$ cat config.mk
export PLATFORM = sky130hd
export DESIGN_NAME = nrzi_decoder
export DESIGN_NICKNAME = d
export VERILOG_FILES = /design/src/rtl/usb_pkg.sv /design/src/rtl/bit_unstuffer.sv /design/src/rtl/nrzi_decoder.sv
export SDC_FILE = /design/constraint.sdc
export NUM_CORES = 1
export LEC_CHECK = 0
export ABC_AREA = 0
export CAP_MARGIN = 20
export CELL_PAD_IN_SITES_DETAIL_PLACEMENT = 1
export CELL_PAD_IN_SITES_GLOBAL_PLACEMENT = 1
export CORE_UTILIZATION = 35
export DETAILED_ROUTE_END_ITERATION = 7
export GPL_TIMING_DRIVEN = 0
export PLACE_DENSITY_LB_ADDON = 0.1
export SLEW_MARGIN = 20
export SYNTH_ARGS = -nofsm -noshare
export SYNTH_HDL_FRONTEND = slang
export SYNTH_HIERARCHICAL = 1
export SYNTH_SLANG_ARGS = --single-unit
$ cat constraint.sdc
create_clock -name clk -period 5.1 [get_ports clk]
set_clock_uncertainty 0.05 [all_clocks]
set_input_delay 0.765 -clock clk [delete_from_list [all_inputs] [get_ports clk]]
set_output_delay 0.765 -clock clk [all_outputs]
set_load 0.03 [all_outputs]
$ cat src/rtl/usb_pkg.sv
// Shared USB receive-path types: line-state classification, receiver FSM states
// and the bit-stuffing run limit.
package usb_pkg;

    typedef enum logic [1:0] {J, K, SE0, SE1} line_state_t;

    typedef enum logic [2:0] {IDLE, SYNC, DATA, EOP, ERR} rx_state_t;

    localparam int STUFF_LIMIT = 6;

    function automatic line_state_t classify(input logic dp, input logic dm);
        case ({dp, dm})
            2'b10:   return J;
            2'b01:   return K;
            2'b00:   return SE0;
            default: return SE1;
        endcase
    endfunction

endpackage

$ cat src/rtl/bit_unstuffer.sv
// Tracks the run of decoded 1s and flags the bit after a full run as either a
// stuffed 0 to drop or a stuffing violation.
module bit_unstuffer
    import usb_pkg::*;
(
    input  logic clk,
    input  logic nRST,
    input  logic i_clr,
    input  logic i_load,
    input  logic i_shift,
    input  logic i_bit,
    output logic o_drop,
    output logic o_viol
);

    logic [2:0] r_ones_cnt;
    logic       w_full;

    assign w_full = (r_ones_cnt == 3'(STUFF_LIMIT));
    assign o_drop = w_full & ~i_bit;
    assign o_viol = w_full & i_bit;

    // The SYNC's terminating 1 already counts toward the first run.
    always_ff @(posedge clk or negedge nRST) begin
        if (!nRST)
            r_ones_cnt <= '0;
        else if (i_clr)
            r_ones_cnt <= '0;
        else if (i_load)
            r_ones_cnt <= 3'd1;
        else if (i_shift)
            r_ones_cnt <= (w_full || !i_bit) ? 3'd0 : r_ones_cnt + 3'd1;
    end

endmodule

$ cat src/rtl/nrzi_decoder.sv
// USB receive bit layer: SYNC detection, NRZI decode, unstuffing and EOP detection
// on strobed line samples, producing a registered decoded-bit stream.
module nrzi_decoder
    import usb_pkg::*;
#(
    parameter int SYNC_MIN_ZEROS = 5,
    parameter int ERR_IDLE_BITS  = 8
) (
    input  logic clk,
    input  logic nRST,
    input  logic i_rx_enable,
    input  logic i_bit_strobe,
    input  logic i_dp,
    input  logic i_dm,
    output logic o_dec_bit,
    output logic o_dec_valid,
    output logic o_sync_found,
    output logic o_eop_found,
    output logic o_stuff_err,
    output logic o_rx_active
);

    localparam int IDLE_W = $clog2(ERR_IDLE_BITS + 1);

    rx_state_t         r_state, w_state_nxt;
    line_state_t       r_prev_line, w_prev_nxt, w_line;
    logic [2:0]        r_zero_cnt, w_zero_nxt;
    logic [1:0]        r_se0_cnt, w_se0_nxt;
    logic [IDLE_W-1:0] r_idle_cnt, w_idle_nxt;
    logic              r_last_se0, w_last_se0_nxt;
    logic              w_is_jk, w_bit, w_drop, w_viol, w_shift;
    logic              w_dec_bit, w_dec_valid, w_sync, w_eop, w_err, w_rx_active_nxt;

    assign w_line  = classify(i_dp, i_dm);
    assign w_is_jk = (w_line == J) || (w_line == K);
    assign w_bit   = (w_line == r_prev_line);
    assign w_shift = i_rx_enable && i_bit_strobe && (r_state == DATA) && w_is_jk;

    bit_unstuffer u_unstuff (
        .clk     (clk),
        .nRST    (nRST),
        .i_clr   (!i_rx_enable),
        .i_load  (w_sync),
        .i_shift (w_shift),
        .i_bit   (w_bit),
        .o_drop  (w_drop),
        .o_viol  (w_viol)
    );

    always_ff @(posedge clk or negedge nRST) begin
        if (!nRST) begin
            r_state      <= IDLE;
            r_prev_line  <= J;
            r_zero_cnt   <= '0;
            r_se0_cnt    <= '0;
            r_idle_cnt   <= '0;
            r_last_se0   <= 1'b0;
            o_dec_bit    <= 1'b0;
            o_dec_valid  <= 1'b0;
            o_sync_found <= 1'b0;
            o_eop_found  <= 1'b0;
            o_stuff_err  <= 1'b0;
            o_rx_active  <= 1'b0;
        end else begin
            r_state      <= w_state_nxt;
            r_prev_line  <= w_prev_nxt;
            r_zero_cnt   <= w_zero_nxt;
            r_se0_cnt    <= w_se0_nxt;
            r_idle_cnt   <= w_idle_nxt;
            r_last_se0   <= w_last_se0_nxt;
            o_dec_bit    <= w_dec_bit;
            o_dec_valid  <= w_dec_valid;
            o_sync_found <= w_sync;
            o_eop_found  <= w_eop;
            o_stuff_err  <= w_err;
            o_rx_active  <= w_rx_active_nxt;
        end
    end

    always_comb begin
        w_state_nxt    = r_state;
        w_prev_nxt     = r_prev_line;
        w_zero_nxt     = r_zero_cnt;
        w_se0_nxt      = r_se0_cnt;
        w_idle_nxt     = r_idle_cnt;
        w_last_se0_nxt = r_last_se0;
        if (!i_rx_enable) begin
            w_state_nxt    = IDLE;
            w_prev_nxt     = J;
            w_zero_nxt     = '0;
            w_se0_nxt      = '0;
            w_idle_nxt     = '0;
            w_last_se0_nxt = 1'b0;
        end else if (i_bit_strobe) begin
            if (w_is_jk)
                w_prev_nxt = w_line;
            case (r_state)
                IDLE: if (w_line == K) begin
                    w_zero_nxt  = 3'd1;
                    w_state_nxt = SYNC;
                end
                SYNC: begin
                    if (!w_is_jk)
                        w_state_nxt = IDLE;
                    else if (!w_bit)
                        w_zero_nxt = (r_zero_cnt == 3'd7) ? 3'd7 : r_zero_cnt + 3'd1;
                    else
                        w_state_nxt = (int'(r_zero_cnt) >= SYNC_MIN_ZEROS) ? DATA : IDLE;
                end
                DATA: begin
                    if (w_line == SE0) begin
                        w_se0_nxt   = 2'd1;
                        w_state_nxt = EOP;
                    end else if (w_line == SE1 || w_viol)
                        w_state_nxt = ERR;
                end
                EOP: begin
                    if (w_line == SE0) begin
                        if (r_se0_cnt == 2'd3)
                            w_state_nxt = ERR;
                        else
                            w_se0_nxt = r_se0_cnt + 2'd1;
                    end else
                        w_state_nxt = (w_line == J) ? IDLE : ERR;
                end
                ERR: begin
                    if (w_line == J) begin
                        w_idle_nxt = r_idle_cnt + 1'b1;
                        if (r_last_se0 || int'(r_idle_cnt) + 1 >= ERR_IDLE_BITS)
                            w_state_nxt = IDLE;
                    end else
                        w_idle_nxt = '0;
                    w_last_se0_nxt = (w_line == SE0);
                end
                default: w_state_nxt = IDLE;
            endcase
            // The sample that caused the error may itself be the SE0 a J can follow.
            if (w_state_nxt == ERR && r_state != ERR) begin
                w_idle_nxt     = '0;
                w_last_se0_nxt = (w_line == SE0);
            end
        end
    end

    always_comb begin
        w_dec_bit       = 1'b0;
        w_dec_valid     = 1'b0;
        w_sync          = 1'b0;
        w_eop           = 1'b0;
        w_err           = 1'b0;
        w_rx_active_nxt = i_rx_enable ? o_rx_active : 1'b0;
        if (i_rx_enable && i_bit_strobe) begin
            w_dec_valid = (r_state == DATA) && w_is_jk && !w_drop && !w_viol;
            w_dec_bit   = w_dec_valid && w_bit;
            w_sync      = (r_state == SYNC) && (w_state_nxt == DATA);
            w_eop       = (r_state == EOP) && (w_state_nxt == IDLE);
            w_err       = (r_state != ERR) && (w_state_nxt == ERR);
            if (w_sync)
                w_rx_active_nxt = 1'b1;
            else if (w_eop || w_err)
                w_rx_active_nxt = 1'b0;
        end
    end

endmodule

---- After elaboration in Yosys (flattened, before gate mapping) ----
Index checks and enable logic that the tools add are counted.
word-level totals
  bits in registers ....................... 24
  bits of input ports ..................... 6
  output and inout bits ................... 6
cells by class
  $add $sub $neg .......................... 5
  $lt $le $gt $ge ......................... 2
  equal/unequal tests ..................... 29
  muxes and demuxes ....................... 55
  bitwise logic cells ..................... 3
  reductions and logical operators ........ 27
operator list
  operator                                                           number
  2-to-1 mux 3 bit                                                   24
  inequality test 3 bit, second input constant                       7
  2-to-1 mux 4 bit                                                   5
  2-to-1 mux 2 bit                                                   9
  equality test 3 bit, second input constant                         5
  case mux 3 bit (5 select lines)                                    1
  2-to-1 mux 1 bit                                                   13
  inequality test 3 x 1 -> 1 bit, second input constant              4
  logical AND 1 bit                                                  11
  AND reduction 5 bit                                                2
  equality test 3 x 2 -> 1 bit, second input constant                3
  equality test 2 bit, second input constant                         4
  adder 3 x 1 -> 3 bit, second input constant                        2
  zero test 3 bit                                                    2
  case mux 2 bit (3 select lines)                                    1
  case mux 3 bit (2 select lines)                                    1
  adder 4 x 1 -> 5 bit, second input constant                        1
  greater-or-equal comparator 5 x 4 -> 1 bit, second input constant  1
  logical OR 1 bit                                                   5
  adder 4 x 1 -> 4 bit, second input constant                        1
  equality test 2 x 1 -> 1 bit, second input constant                2
  zero test 2 bit                                                    2
  inequality test 2 x 1 -> 1 bit, second input constant              2
  case mux 2 bit (2 select lines)                                    1
  8 further kinds                                                    12

---- Depth between registers and ports, before layout ----
Gate-level depths: netlist of the first run.
  depth after elaboration ................. 18
  depth in mapped cells ................... 12

---- Cells and area by module ----
Netlist of the first run, hierarchy kept.
modules (own cells, without submodules)
  module         instances  cells each  area each (sq um)
  nrzi_decoder   1          146         1348.8
  bit_unstuffer  1          21          188.9

---- Worst setup path before layout of the first run ----
No wires, ideal clock.
  path kind ............................... input to register
  start ................................... input port i_dp
  end ..................................... register o_rx_active
  library setup time ...................... 87 ps
  data arrival time ....................... 2848 ps
  data required time ...................... 4963 ps
  setup slack ............................. 2115 ps
  cell stages on the path ................. 12
  path buffers ............................ 1
  path through ............................ inv_1 ha_1 buf_2 xor2_1 o21ai_1 inv_1 and3_2 o21ba_2 nor2_1 nor3_1 a2111o_1 o211ai_1
between the ends
  longest elaborated chain between the ends .. 18
  elaborated cells on any way between the ends .. 35
ends and longest elaborated chain
  what                                                           RTL line                                  RTL
  from (decl)                                                    nrzi_decoder.sv:13                        input logic i_dp,
  equality test 2 x 1 -> 1 bit (tied with other cells)           usb_pkg.sv:12                             case ({dp, dm})
  case mux 2 bit (3 select lines) *                              usb_pkg.sv:12
  equality test 2 bit *                                          nrzi_decoder.sv:36                        assign w_bit = (w_line == r_prev_line);
  via w_bit                                                      nrzi_decoder.sv:31                        logic w_is_jk, w_bit, w_drop, w_viol, w_shift;
  bitwise AND 1 bit *                                            bit_unstuffer.sv:21                       assign o_viol = w_full & i_bit;
  via w_viol                                                     nrzi_decoder.sv:31
  logical OR 1 bit *                                             nrzi_decoder.sv:114                       end else if (w_line == SE1 || w_viol)
  2-to-1 mux 3 bit *                                             nrzi_decoder.sv:114
  (+5 left out)                                                  n/a
  2-to-1 mux 3 bit *                                             nrzi_decoder.sv:87                        if (!i_rx_enable) begin
  equality test 3 bit / zero test 3 bit (equally long branches)  nrzi_decoder.sv:157, nrzi_decoder.sv:156
  logical AND 1 bit, on equally long branches                    nrzi_decoder.sv:157, nrzi_decoder.sv:156
  logical OR 1 bit                                               nrzi_decoder.sv:160                       else if (w_eop || w_err)
  2-to-1 mux 1 bit                                               nrzi_decoder.sv:160
  2-to-1 mux 1 bit *                                             nrzi_decoder.sv:158                       if (w_sync)
  2-to-1 mux 1 bit *                                             nrzi_decoder.sv:152                       if (i_rx_enable && i_bit_strobe) begin
  via w_rx_active_nxt                                            nrzi_decoder.sv:32                        logic w_dec_bit, w_dec_valid, w_sync, w_eop, w_err, w_rx_active_nxt;
  to (signal assigned)                                           nrzi_decoder.sv:76                        o_rx_active <= w_rx_active_nxt;
  to (decl)                                                      nrzi_decoder.sv:20                        output logic o_rx_active
The timed path passes the listed nets; every way through them passes the cells marked *. The select of a mux whose other input is x is not followed.
A chain may end at the register's enable or synchronous reset.

---- Final worst setup path of the first run ----
  start ................................... input port i_dm
  end ..................................... register o_rx_active
between the ends
  longest elaborated chain between the ends .. 18
  elaborated cells on any way between the ends .. 35
ends and longest elaborated chain
  what                                                           RTL line                                  RTL
  from (decl)                                                    nrzi_decoder.sv:14                        input logic i_dm,
  equality test 2 x 1 -> 1 bit (tied with other cells)           usb_pkg.sv:12
  case mux 2 bit (3 select lines) *                              usb_pkg.sv:12
  equality test 2 bit *                                          nrzi_decoder.sv:36
  via w_bit                                                      nrzi_decoder.sv:31
  bitwise AND 1 bit *                                            bit_unstuffer.sv:21
  via w_viol                                                     nrzi_decoder.sv:31
  logical OR 1 bit *                                             nrzi_decoder.sv:114
  2-to-1 mux 3 bit *                                             nrzi_decoder.sv:114
  (+5 left out)                                                  n/a
  2-to-1 mux 3 bit *                                             nrzi_decoder.sv:87
  equality test 3 bit / zero test 3 bit (equally long branches)  nrzi_decoder.sv:157, nrzi_decoder.sv:156
  logical AND 1 bit, on equally long branches                    nrzi_decoder.sv:157, nrzi_decoder.sv:156
  logical OR 1 bit                                               nrzi_decoder.sv:160
  2-to-1 mux 1 bit                                               nrzi_decoder.sv:160
  2-to-1 mux 1 bit *                                             nrzi_decoder.sv:158
  2-to-1 mux 1 bit *                                             nrzi_decoder.sv:152
  via w_rx_active_nxt                                            nrzi_decoder.sv:32
Marked as above.

==> run_results.csv, run 1 <==
group,metric,value,unit
synthesis,syn_inst,167,
floorplanning,fp.dieH,68.3,µm
power,power_switching,0.0956,mW
power,power,0.371,mW
floorplanning,die_x,68.3,µm
timing,clock.fmax,276,MHz
power,seqPwrFrac,52.4,%
power,p_per_area,210,mW/mm²
floorplanning,rows,23,
status,status,"finished, final reports clean",
power,leakage,0.794,nW
critical_path,path_cells,"clkdlybuf4s50_1 > inv_1 > ha_1 > buf_2 > xor2_1 > o21ai_1 > inv_1 > and3_2 > o21ba_2 > nor2_1 > nor3_1 > a2111o_1 > o211ai_1",
cts,cts.repair.resized,0,
drt,dr.pass1.iters,4,
timing,max_slew_margin,61.9,%
power,p_comb_share,11.3,%
critical_path,cp.required,5.24,ns
timing,min_period,3.63,ns
cts,clk_pin_slew_worst_paths,0.09,ns
critical_path,end_kind,"register",
placement,pre_cts_ws,1.19,ns
drt,via_count,1337,
synthesis,synth_area,0.00154,mm²
cts,clk_path_buf_depth,2,
timing,rsz0062_at_grt,"false",
floorplanning,dieArea,0.00466,mm²
cts,holdBufCountCts,0,
drt,drt-initial-drc-count,21,
cts,worst_skew_pair.late_latency,0.27,ns
critical_path,slowest_delay,0.53,ns
cts,cts_tree,"built",
drt,route.detailed.drc,0,
floorplanning,start_util,37.4,%
critical_path,worstSetupPathType,"in -> reg",
global_routing,antenna_found_initial,0,
global_routing,grt_max_degree,25,
synthesis,ys_types,49,
cts,post_cts.repair.setup_buffers,0,
synthesis,synth_ff_type,"dfrtp_1",
final_layout,syn2layout_area_growth,14.5,%
critical_path,crit_family,"buffers and inverters",
timing,worst_pin_slew,0.572,ns
placement,port_buffers,11,
synthesis,synthArstFlopShare,100,%
critical_path,critical_path.most_common_cell,"inv_1",
cts,cts.sinks,24,
drt,drt-vias-per-instance,5.76,
floorplanning,ios,12,
cts,htree_levels,1,
timing,hold_viol_final,0,
critical_path,path_buf_inv,4,
drt,drt-wirelength-per-cell,17.2,µm
synthesis,ys_warn_count,6,
synthesis,syn_avg_cell_area,9.21,µm²
cts,cts-buffers-inserted,3,
global_routing,grt_pass1_vias,1385,
power,vdd_drop_max,0.0975,mV
final_layout,antenna_cells,0,
final_layout,drive_above_1_share,11.0,%
synthesis,ys_seq_area_share,39.1,%
global_routing,track_usage,19.6,%
final_layout,final_nets,201,
timing,min_period_over_period,71.1,%
global_routing,grt_pass1_wl,6.71,mm
job,maxCapViolCount,0,
power,swShare,25.8,%
timing,setup_ws,1.47,ns
synthesis,synth_seq_cells,24,
critical_path,timing.reg2reg.setup_slack,2.57,ns
timing,drv_slew,0,
critical_path,cp.arrival,3.77,ns
synthesis,synth_edf_count,0,
cts,cts-root-buf,"clkbuf_8",
placement,hpwl,3.02,mm
synthesis,synth_nets,185,
critical_path,cp-start-kind,"primary input",
final_layout,nFillCells,485,
floorplanning,core-area,0.00412,mm²
drt,drtAntennaViolNets,0,
critical_path,critPathMaxFanout,7,
critical_path,crit_slowest_cell,"clkdlybuf4s50_1",
placement,gp_congestion,0.789,
drt,wl,3.99,mm
min_path,min_path_type,"in -> async",
global_routing,grt-ovfl-total,0,
power,clkPwrFrac,36.3,%
timing,fin_tns_setup,0,ns
timing,setup_viol,0,
power,p_int,0.275,mW
==> state kept, by name, summed over array words and instances (netlist names) <==
name                  cells
r_idle_cnt                4
r_state                   3
r_zero_cnt                3
u_unstuff/r_ones_cnt      3
r_prev_line               2
r_se0_cnt                 2
o_dec_bit                 1
o_dec_valid               1
o_eop_found               1
o_rx_active               1
o_stuff_err               1
o_sync_found              1
r_last_se0                1
==> final timing paths <==
kind                                            startpoint                         end  depth (start not counted)
worst max register to register  r_prev_line[0]$_DFFE_PN0P_       o_rx_active$_DFF_PN0_                          9
max in group asynchronous                             nRST   r_zero_cnt[0]$_DFFE_PN0P_                          1
min in group clk                r_prev_line[1]$_DFFE_PN0P_  r_prev_line[1]$_DFFE_PN0P_                          2
worst max-delay path                                  i_dm       o_rx_active$_DFF_PN0_                         13
worst min register to register  r_prev_line[1]$_DFFE_PN0P_  r_prev_line[1]$_DFFE_PN0P_                          2
worst min-delay path                                  nRST      o_sync_found$_DFF_PN0_                          1
==> cells by family (layout without fill, tap and decap cells) <==
group,after synthesis,after routing,share of synthesized area [%]
simple gates,65,65,23.2
mux,4,4,2.69
fa+ha+maj,12,12,9.76
buf+inv,16,31,4.39
flops,24,24,39.1
compound gates,45,45,20.3
xor+xnor,1,1,0.570
==> worst register-to-register path: stages, from the launching register on <==
cell and delay (ns):
dfrtp_1 0.41, o21a_1 0.11, o21ai_1 0.31, inv_1 0.21, and3_2 0.26, o21ba_2 0.21
nor2_1 0.22, nor3_1 0.13, a2111o_1 0.43, o211ai_1 0.11
==> synth_stat cells (all sizes together), types with 2 or more instances <==
cell | instances | area, µm²
dfrtp | 24 | 601
nand2 | 20 | 75.1
nor2 | 14 | 52.6
a21oi | 13 | 65.1
ha | 12 | 150
inv | 10 | 37.5
o21ai | 7 | 35.0
nand3 | 5 | 25.0
nor3 | 5 | 30.0
a31oi | 4 | 25.0
buf | 4 | 22.5
nor3b | 4 | 40.0
a311oi | 3 | 26.3
mux2i | 3 | 30.0
nand2b | 3 | 18.8
nand4b | 3 | 26.3
o31ai | 3 | 27.5
a211oi | 2 | 20.0
a21o | 2 | 15.0
a22o | 2 | 17.5
a31o | 2 | 17.5
clkbuf | 2 | 7.51
nor4 | 2 | 12.5
or2 | 2 | 12.5
==> layout make-up <==
type                    count  area (µm²)  area share, %
clock buffers               4        55.1           3.13
repair buffers             11         105           5.97
well taps                  50        62.6           3.55
multi-input cells         127         870           49.4
flip-flops and latches     24         601           34.1
inverters                  10        37.5           2.13
plain buffers               6        30.0           1.71
==> power groups by stage <==
stage / Clock (mW) / Sequential (mW) / Combinational, mW
finish: 0.134 / 0.194 / 0.0419
global placement: 0 / 0.198 / 0.0408
global route: 0.148 / 0.195 / 0.0471
floorplan: 0 / 0.198 / 0.0250
detailed placement: 0 / 0.198 / 0.0423
CTS: 0.139 / 0.194 / 0.0427
==> metal layers <==
metal  global-route usage [%]  share of wire (%)
met2                     32.8                 47
met4                     6.25                1.6
met3                     2.67                2.3
met5                        0                  0
met1                     25.8                 49
==> cells in the final DEF (no fill, tap or decap), types with 4 or more instances in the layout <==
cell and n:
dfrtp_1 24, nand2_1 20, nand3_1 5, nor3_1 4, buf_2 4, ha_1 12, a31oi_1 4, a21oi_1 13
nor2_1 14, inv_1 9, o21ai_1 5, clkbuf_8 4, clkdlybuf4s50_1 10
==> stage by stage <==
| step | util (%) | cells | cell area, µm² | hold slack, ns |
|---|---|---|---|---|
| global route | 42.8 | 232 | 1760 | 0.450 |
| detailed placement | 41.4 | 228 | 1710 | 0.487 |
| CTS | 42.8 | 232 | 1760 | 0.446 |
| finish | 42.8 | 232 | 1760 | 0.429 |
| global placement | 41.6 | 228 | 1710 | 0.460 |
| floorplan | - | 167 | 1540 | 0.419 |
(Power assumes the default switching activity.)
==> inputs of run 2 (changes only) <==
==> constraint.sdc (replaced) <==
create_clock -name clk -period 3.06 [get_ports clk]
set_clock_uncertainty 0.05 [all_clocks]
set_input_delay 0.459 -clock clk [delete_from_list [all_inputs] [get_ports clk]]
set_output_delay 0.459 -clock clk [all_outputs]
set_load 0.03 [all_outputs]
==> run 2 against run 1 <==
Register-to-register slack got worse by 1.7 ns. Sequential share of layout area fell by 1.8 points. Clock-buffer cell count did not move. Non-clock buffer count rose by 7. Cell count rose by 3.0%. Final area rose by 5.5%. Global-route usage rose by 0.17 points. First-iteration DRC count rose by 71%. Core utilization rose by 2.3 points. Total power rose by 71%. Sequential cell count did not move. Clock power rose by 64%.
==> run_results.csv, run 2 (synthesis results as in run 1) <==
group,metric,value,unit
status,status,"finished, final reports clean",
final_layout,stdcell_count,239,
final_layout,nFillCells,477,
critical_path,critPathMaxFanout,7,
placement,gp_congestion,0.789,
cts,cts.sinks,24,
drt,wl,4.08,mm
critical_path,cp-start-kind,"primary input",
cts,cts_tree,"built",
timing,max_slew_margin,61.5,%
timing,worst_pin_slew,0.574,ns
timing,setup_ws,0.110,ns
global_routing,antenna_found_initial,0,
final_layout,design_area,0.00186,mm²
floorplanning,dieArea,0.00466,mm²
cts,worst_skew_pair.late_latency,0.27,ns
final_layout,layout_commonest_cell,"dfrtp_1",
timing,drv_slew,0,
power,leakage,0.843,nW
critical_path,slowest_delay,0.50,ns
final_layout,syn2layout_area_growth,20.7,%
power,vdd_drop_max,0.168,mV
job,maxCapViolCount,0,
final_layout,final_cell_mix,"dfrtp_1, nand2_1, a21oi_1",
drt,drt-initial-drc-count,36,
critical_path,end_kind,"register",
critical_path,cp.required,3.17,ns
power,p_per_area,340,mW/mm²
critical_path,critical_path.most_common_cell,"o21ai_2",
final_layout,post-route-util,45.1,%
drt,drtAntennaViolNets,0,
floorplanning,core-area,0.00412,mm²
critical_path,worstSetupPathType,"in -> reg",
final_layout,final_nets,208,
global_routing,grt-ovfl-total,0,
cts,clk_path_buf_depth,2,
timing,hold_viol_final,0,
timing,min_period,2.95,ns
critical_path,path_buf_inv,4,
final_layout,drive_above_1_share,18.0,%
drt,route.detailed.drc,0,
timing,fin_tns_setup,0,ns
cts,clk_pin_slew_worst_paths,0.09,ns
critical_path,worst-path-stages,13,
global_routing,track_usage,19.8,%
timing,fin_hold_ws,0.122,ns
final_layout,largest_reg_flops,4,
critical_path,path_cells,"clkdlybuf4s50_1 > inv_1 > ha_1 > buf_2 > xor2_1 > o21ai_2 > inv_2 > and3_4 > o21ba_2 > nor2_4 > o31ai_4 > o21ai_2 > mux2_2",
critical_path,crit_slowest_cell,"clkdlybuf4s50_1",
critical_path,r2r_cells,9,
drt,dr.pass1.iters,4,
min_path,min_path_type,"in -> async",
floorplanning,die_x,68.3,µm
floorplanning,fp.dieH,68.3,µm
placement,port_buffers,11,
critical_path,cp.arrival,3.06,ns
global_routing,grt_pass1_vias,1395,
timing,setup_viol,0,
floorplanning,rows,23,
cts,htree_levels,1,
final_layout,antenna_cells,0,
final_layout,regMostFlops,"r_idle_cnt",
timing,clock.fmax,339,MHz
drt,via_count,1345,
floorplanning,start_util,37.4,%
drt,drt-vias-per-instance,5.63,
floorplanning,ios,12,
timing,min_period_over_period,96.4,%
placement,dpl_cell_area,0.00171,mm²
drt,drt-wirelength-per-cell,17.1,µm
critical_path,crit_family,"buffers and inverters",
power,power,0.632,mW
placement,pre_cts_ws,-0.545,ns
placement,hpwl,3.02,mm
placement,placed_cells,228,
cts,cts-root-buf,"clkbuf_8",
global_routing,grt_max_degree,25,
global_routing,grt_pass1_wl,6.77,mm
cts,cts-buffers-inserted,3,
==> run 2: worst paths after layout <==
path	startpoint	endpoint	slack [ns]
worst min-delay path	nRST	o_sync_found$_DFF_PN0_	0.12
min in group clk	r_prev_line[1]$_DFFE_PN0P_	r_prev_line[1]$_DFFE_PN0P_	0.49
worst max-delay path	i_dp	r_idle_cnt[0]$_DFFE_PN0P_	0.11
worst min register to register	r_prev_line[1]$_DFFE_PN0P_	r_prev_line[1]$_DFFE_PN0P_	0.49
max in group asynchronous	nRST	r_state[0]$_DFF_PN0_	2.46
worst max register to register	r_prev_line[0]$_DFFE_PN0P_	r_idle_cnt[0]$_DFFE_PN0P_	0.91
==> run 2: power breakdown <==
group,internal [mW],switching [mW]
combinational,0.0360,0.0529
sequential,0.320,0.00367
clock,0.115,0.105
total,0.471,0.161
==> run 2: what timing repair did <==
| action | 4_1_cts | 5_1_grt |
|---|---|---|
| hold endpoints to repair | 0 | 0 |
| buffers inserted | 0 | 7 |
| hold buffers | 0 | 0 |
| pin swaps | 1 | 2 |
| resized for setup | 6 | 5 |
| endpoints found under the setup margin | 6 | 6 |
| cloned | 0 | 0 |
==> run 2: worst reg2reg max path: stages, from the launching register on <==
cell and delay [ns]:
dfrtp_1 0.41, nor3_1 0.22, o21ai_2 0.11, inv_2 0.10, and3_4 0.21, o21ba_2 0.17
nor2_4 0.05, o31ai_4 0.35, o21ai_2 0.10, mux2_2 0.28
==> run 2: final cells by class <==
| class | count | area [µm²] | share of cell area (%) |
|---|---|---|---|
| buffer | 6 | 30.0 | 1.62 |
| clock buffer | 4 | 55.1 | 2.96 |
| inverter | 10 | 37.5 | 2.02 |
| multi-input combinational | 127 | 911 | 49.1 |
| tap | 50 | 62.6 | 3.37 |
| sequential | 24 | 601 | 32.3 |
| timing repair buffer | 18 | 160 | 8.63 |
==> run 2: metal layers <==
metal  GRT usage (%)  part of all wire (%)
met1            25.6                    47
met2            33.7                    48
met3            2.67                   3.2
met4            6.25                   1.4
met5               0                     0
==> inputs of run 3 (changes only) <==
--- a/config.mk
+++ b/config.mk
@@ -12,6 +12,7 @@
 export CORE_UTILIZATION = 35
 export DETAILED_ROUTE_END_ITERATION = 7
 export GPL_TIMING_DRIVEN = 0
+export HOLD_SLACK_MARGIN = 0.05
 export PLACE_DENSITY_LB_ADDON = 0.1
 export SLEW_MARGIN = 20
 export SYNTH_ARGS = -nofsm -noshare
==> results of run 3 <==
The final DEF is identical to that of run 2; final timing and power are the same.
